`src/rtl/rf_bypass_sb_pkg.sv`:
```
// Shared CPU definitions for the register file slice: default sizes, the
// hardwired-zero register index and the clear sequencer state type.
package rf_bypass_sb_pkg;

   localparam int unsigned XLEN_DEF = 32;
   localparam int unsigned NREG_DEF = 32;
   localparam int unsigned REG_ZERO = 0;

   typedef enum logic {
      IDLE  = 1'b0,
      CLEAR = 1'b1
   } clr_state_e;

endpackage

```
`src/rtl/rf_bypass_sb_scoreboard.sv`:
```
// Per-register pending vector for hazard detection. Issue sets a bit and
// writeback clears it, with set winning. Lookups see same-cycle clears.
module rf_bypass_sb_scoreboard #(
   parameter int unsigned NREG   = 32,
   parameter bit          BYPASS = 1'b1,
   localparam int unsigned AW    = $clog2(NREG)
) (
   input  logic          clk,
   input  logic          rst,
   input  logic          set_i,
   input  logic [AW-1:0] set_idx_i,
   input  logic          clr0_i,
   input  logic [AW-1:0] clr0_idx_i,
   input  logic          clr1_i,
   input  logic [AW-1:0] clr1_idx_i,
   input  logic          wipe_i,
   input  logic [AW-1:0] wipe_idx_i,
   input  logic [AW-1:0] ra1_i,
   input  logic [AW-1:0] ra2_i,
   output logic          pend1_o,
   output logic          pend2_o
);

   logic [NREG-1:0] pend_q;
   logic [NREG-1:0] pend_d;

   // Set is applied last so an issue overrides a same-cycle writeback.
   always_comb begin
      pend_d = pend_q;
      if (clr0_i) pend_d[clr0_idx_i] = 1'b0;
      if (clr1_i) pend_d[clr1_idx_i] = 1'b0;
      if (wipe_i) pend_d[wipe_idx_i] = 1'b0;
      if (set_i)  pend_d[set_idx_i]  = 1'b1;
   end

   always_ff @(posedge clk or posedge rst) begin
      if (rst) pend_q <= '0;
      else     pend_q <= pend_d;
   end

   function automatic logic lookup(input logic [AW-1:0] ra);
      logic wr_hit;
      logic iss_hit;
      wr_hit  = (clr0_i && (clr0_idx_i == ra)) || (clr1_i && (clr1_idx_i == ra));
      iss_hit = set_i && (set_idx_i == ra);
      if (BYPASS && wr_hit && !iss_hit) return 1'b0;
      return pend_q[ra];
   endfunction

   always_comb begin
      pend1_o = lookup(ra1_i);
      pend2_o = lookup(ra2_i);
   end

endmodule

```
`src/rtl/rf_bypass_sb.sv`:
```
// Two-write / two-read register file with write-through bypass, pending
// scoreboard and a sequenced clear that walks every clearable register.
module rf_bypass_sb
   import rf_bypass_sb_pkg::*;
#(
   parameter int unsigned XLEN     = XLEN_DEF,
   parameter int unsigned NREG     = NREG_DEF,
   parameter bit          ZERO_REG = 1'b1,
   parameter bit          BYPASS   = 1'b1,
   localparam int unsigned AW      = $clog2(NREG)
) (
   input  logic            clk,
   input  logic            rst,
   input  logic            we0_i,
   input  logic [AW-1:0]   wa0_i,
   input  logic [XLEN-1:0] wd0_i,
   input  logic            we1_i,
   input  logic [AW-1:0]   wa1_i,
   input  logic [XLEN-1:0] wd1_i,
   input  logic [AW-1:0]   ra1_i,
   input  logic [AW-1:0]   ra2_i,
   output logic [XLEN-1:0] rd1_o,
   output logic [XLEN-1:0] rd2_o,
   output logic            pend1_o,
   output logic            pend2_o,
   input  logic            iss_valid_i,
   input  logic [AW-1:0]   iss_rd_i,
   input  logic            clr_req_i,
   output logic            clr_busy_o,
   input  logic [AW-1:0]   dbg_addr_i,
   output logic [XLEN-1:0] dbg_data_o
);

   localparam logic [AW-1:0] FIRST_IDX = AW'(ZERO_REG);
   localparam logic [AW-1:0] LAST_IDX  = AW'(NREG - 1);

   clr_state_e      state_q;
   logic [AW-1:0]   idx_q;
   logic [XLEN-1:0] rf_q [NREG];
   logic [XLEN-1:0] dbg_data_q;

   logic busy;
   logic wr0;
   logic wr1;
   logic iss;

   function automatic logic is_zero(input logic [AW-1:0] a);
      return ZERO_REG && (a == AW'(REG_ZERO));
   endfunction

   // Writeback and issue are frozen while the clear sequence owns the array.
   assign busy       = (state_q == CLEAR);
   assign wr0        = we0_i && !busy && !is_zero(wa0_i);
   assign wr1        = we1_i && !busy && !is_zero(wa1_i);
   assign iss        = iss_valid_i && !busy && !is_zero(iss_rd_i);
   assign clr_busy_o = busy;
   assign dbg_data_o = dbg_data_q;

   always_ff @(posedge clk or posedge rst) begin
      if (rst) begin
         state_q <= IDLE;
         idx_q   <= '0;
      end else begin
         case (state_q)
            IDLE: begin
               if (clr_req_i) begin
                  state_q <= CLEAR;
                  idx_q   <= FIRST_IDX;
               end
            end
            CLEAR: begin
               if (idx_q == LAST_IDX) begin
                  state_q <= IDLE;
                  idx_q   <= '0;
               end else begin
                  idx_q   <= idx_q + AW'(1);
               end
            end
            default: begin
               state_q <= IDLE;
               idx_q   <= '0;
            end
         endcase
      end
   end

   // Port 1 is written last so it wins a same-address collision.
   always_ff @(posedge clk or posedge rst) begin
      if (rst) begin
         rf_q <= '{default: '0};
      end else if (busy) begin
         rf_q[idx_q] <= '0;
      end else begin
         if (wr0) rf_q[wa0_i] <= wd0_i;
         if (wr1) rf_q[wa1_i] <= wd1_i;
      end
   end

   always_ff @(posedge clk or posedge rst) begin
      if (rst)                    dbg_data_q <= '0;
      else if (is_zero(dbg_addr_i)) dbg_data_q <= '0;
      else                        dbg_data_q <= rf_q[dbg_addr_i];
   end

   function automatic logic [XLEN-1:0] read_port(input logic [AW-1:0] ra);
      if (is_zero(ra))                   return '0;
      if (BYPASS && wr1 && (wa1_i == ra)) return wd1_i;
      if (BYPASS && wr0 && (wa0_i == ra)) return wd0_i;
      return rf_q[ra];
   endfunction

   always_comb begin
      rd1_o = read_port(ra1_i);
      rd2_o = read_port(ra2_i);
   end

   rf_bypass_sb_scoreboard #(
      .NREG   (NREG),
      .BYPASS (BYPASS)
   ) u_scoreboard (
      .clk        (clk),
      .rst        (rst),
      .set_i      (iss),
      .set_idx_i  (iss_rd_i),
      .clr0_i     (wr0),
      .clr0_idx_i (wa0_i),
      .clr1_i     (wr1),
      .clr1_idx_i (wa1_i),
      .wipe_i     (busy),
      .wipe_idx_i (idx_q),
      .ra1_i      (ra1_i),
      .ra2_i      (ra2_i),
      .pend1_o    (pend1_o),
      .pend2_o    (pend2_o)
   );

endmodule

```
`config.mk`:
```
export PLATFORM = sky130hd
export DESIGN_NAME = rf_bypass_sb
export DESIGN_NICKNAME = d
export VERILOG_FILES = /design/src/rtl/rf_bypass_sb_pkg.sv /design/src/rtl/rf_bypass_sb_scoreboard.sv /design/src/rtl/rf_bypass_sb.sv
export SDC_FILE = /design/constraint.sdc
export NUM_CORES = 2
export LEC_CHECK = 0
export CORE_MARGIN = 2
export CORE_UTILIZATION = 40
export CTS_CLUSTER_SIZE = 24
export DETAILED_ROUTE_END_ITERATION = 6
export PLACE_DENSITY = 0.63
export SLEW_MARGIN = 0
export SYNTH_ARGS = -nofsm -noshare
export SYNTH_HDL_FRONTEND = slang
export SYNTH_SLANG_ARGS = --single-unit
```
`constraint.sdc`:
```
create_clock -name clk -period 86.8 [get_ports clk]
set_clock_uncertainty 0.05 [all_clocks]
set_input_delay 17.36 -clock clk [delete_from_list [all_inputs] [get_ports clk]]
set_output_delay 17.36 -clock clk [all_outputs]
set_load 0.005 [all_outputs]
```
==> metrics.md <==
| Metric | Value |
|---|---|
| Status | complete, but fails checks |
| Violated checks | DRC, capacitance limit, slew limit |
| CP Launch Type | input pin |
| Clock Latency Late Sink | 0.83 ns |
| Post-cts sizing count | 0 |
| Hold Fails Final Rpt | 0 |
| Cells on Worst Hold Path | 2 |
| Worst reg-to-reg path cell count | 10 |
| CP peak stage delay | 0.99 ns |
| Routed Antenna Nets | 0 |
| CORE AREA | 0.214 mm² |
| DP Area | 0.0895 mm² |
| IO Count | 199 |
| Sum of buffers and inverters on the critical path | 5 |
| Vias in the first global route | 78800 |
| Cell mode on critical path | buf_4 |
| Netlist Area Pre-Place | 0.0862 mm² |
| Total Power | 2.48 mW |
| Die span in x | 468 µm |
| DRC Markers | 16 |
| VDD IR max | 0.0484 mV |
| WHS | 0.477 ns |
| Min cycle time layout | 39.79 ns |
| Total Nets Final | 8251 |
| CP required | 69.39 ns |
| Port Buf Inserts | 198 |
| Most used DFF post-synth | dfrtp_1 |
| Routed length per instance | 40.0 µm |
| Drt via density | 7.63 |
| Starting density of the core | 40.2% |
| Fin. max-slew vios | 1 |
| Post-Syn Instances | 8710 |
| Post-synth EDFFs | 0 |
| Syn_area_per_cell | 9.90 µm² |
| Power per cell area | 26.3 mW/mm² |
| First-pass GRT wire length | 618000 µm |
| 1st-iter DRT viols | 16500 |
| Setup_tns | 0 ns |
| Synth Register Bits | 1094 |
| Commonest non-fill, non-tap cell in the layout | dfrtp_1 |
| Async SR Flop Fraction | 100% |
| Die area | 0.219 mm² |
| Clk slew on worst S/H paths | 0.06 ns |
| TritonCTS Buffers | 135 |
| Via Count | 84800 |
| Final HPWL DP | 259000 µm |
| Post-synth top area cell | dfrtp_1 |
| Commonest non-fill, non-tap cells in the layout | dfrtp_1, a21oi_1, mux2i_1, a22o_1, mux4_2 |
| HP Class | reg -> reg |
| CTS root buf | clkbuf_16 |
| Max-cap viol count | 2 |
| Hold Buf Count CTS | 0 |
| Crit-path max FO | 71 |
| Critical path class | in -> out |
| Initial DRT Pass Iterations | 7 |
| Crit-path cells | buf_8, buf_4, buf_12, buf_4, mux4_2, a22oi_1, a21o_1, a21oi_1, clkdlybuf4s50_1 |
| Largest net degree at the start of global routing | 166 |
| Std cell rows | 170 |
| # clock sinks | 1094 |
| Arr. time, crit path | 22.38 ns |
| Synthesized Nets | 8815 |
| Fin crit share | 45.8% |
| Worst setup EP type | output port |
| Layout area overhead | 9.29% |
| Distinct cells, synth | 77 |
| Achievable Freq | 25.1 MHz |
| Cell family with most CP delay | buffers and inverters |
| Final Setup Violations | 0 |
| Gr ovfl total | 0 |
| Slew @ Worst Pin | 1.49 ns |
| Ys Warns | 0 |
| Post-synth top area share | 31.7% |
| CTS tree | yes |
| Final Cell Area | 0.0942 mm² |
| CTS H-tree depth | 4 |
| Share of layout cells above drive strength 1 | 17.7% |
| Placer Congestion | 1.04 |
| Sequential area share after synthesis | 31.7% |
| Slew margin rel. | -0.584% |
| CTS max path bufs | 3 |
| CP Depth | 9 |
| Lkg Pwr | 37.7 nW |
| Placed cells | 10800 |
| Synth top area cells | dfrtp_1, mux4_2, mux2i_1 |
| Total global routing track utilization | 39.4% |
| Die Y | 468 µm |
| Initial antenna violation count | 36 |
| Slowest cell on crit path | a21oi_1 |
| RSZ-0062 raised after global routing | no |
| Overall routed net length | 445000 µm |
| Layout Cells excl Fill | 11100 |
| Post-CTS Setup Bufs | 0 |
## where the power goes
| part | total, mW | leakage, nW | switching [mW] | internal (mW) |
|---|---|---|---|---|
| clock | 0.621 | 2.34 | 0.259 | 0.361 |
| combinational | 1.08 | 20.1 | 0.692 | 0.389 |
| sequential | 0.780 | 15.2 | 0.161 | 0.618 |
| total | 2.48 | 37.7 | 1.11 | 1.37 |
## flip-flops by register name, summed over array words and instances (netlist names)
signal and flops:
clr_busy_o 1, dbg_data_o 32, idx_q 5, rf_q 1024, u_scoreboard.pend_q 32
## stage by stage
step                setup slack [ns]  utilization, %
finish                         47.01            44.0
global route                   46.95            43.9
CTS                            47.29            43.9
detailed placement             47.29            41.7
global placement               47.35            41.7
floorplan                      38.59               -
## Yosys cell counts, types with 53 or more instances
cell / number
inv_1: 60
o21ai_1: 53
buf_4: 71
clkbuf_1: 735
buf_1: 120
o31ai_1: 279
dfrtp_1: 1094
a22o_1: 753
mux2_2: 80
buf_2: 230
nand3_1: 61
mux2i_1: 906
mux4_2: 717
o221ai_1: 55
nor2_1: 675
nand2_1: 517
o21ai_0: 704
a21oi_1: 954
a22oi_1: 86
## kinds of logic after synthesis
kind of cell	Yosys count	synth area share, %
fa+ha+maj	5	0.0725
buf+inv	1244	6.33
simple gates	1476	7.43
compound gates	3156	23.8
mux	1703	30.3
xor+xnor	32	0.325
flops	1094	31.7
## worst paths after layout
| path | slack (ns) | end | startpoint |
|---|---|---|---|
| min reg2reg | 0.48 | rf_q[787]$_DFF_PP0_ | rf_q[787]$_DFF_PP0_ |
| max in group asynchronous | 64.76 | rf_q[240]$_DFF_PP0_ | rst |
| max reg2reg | 80.95 | rf_q[523]$_DFF_PP0_ | clr_busy_o$_DFF_PP0_ |
| max | 47.01 | rd2_o[5] | ra2_i[0] |
| min | 0.48 | rf_q[787]$_DFF_PP0_ | rf_q[787]$_DFF_PP0_ |
| min in group asynchronous | 17.03 | rf_q[956]$_DFF_PP0_ | rst |
## tightest hold or removal path, stage by stage (launching register included)
cell     delay, ns
dfrtp_1       0.37
nand2_1       0.05
o21ai_0       0.06
## layer usage
metal  up-vias  share of wire (%)  wire (µm)  global-route usage (%)
li1      32300                  -          -                       -
met1     41800                 34     152000                    49.0
met2      8569                 39     172000                    51.2
met3      2170                 19      83200                    22.3
met4        36                8.2      36700                    26.3
met5         -              0.093        414                   0.260
## cell type report
cell class,instances,area (µm²)
inverters,60,240
repair buffers,483,4220
clock buffers,195,4050
diodes,20,50.0
fillers,19900,120000
multi-input cells,6372,54100
well taps,2838,3550
clock inverters,54,641
flip-flops and latches,1094,27400
Note: power is estimated with default switching activity, not from simulation.
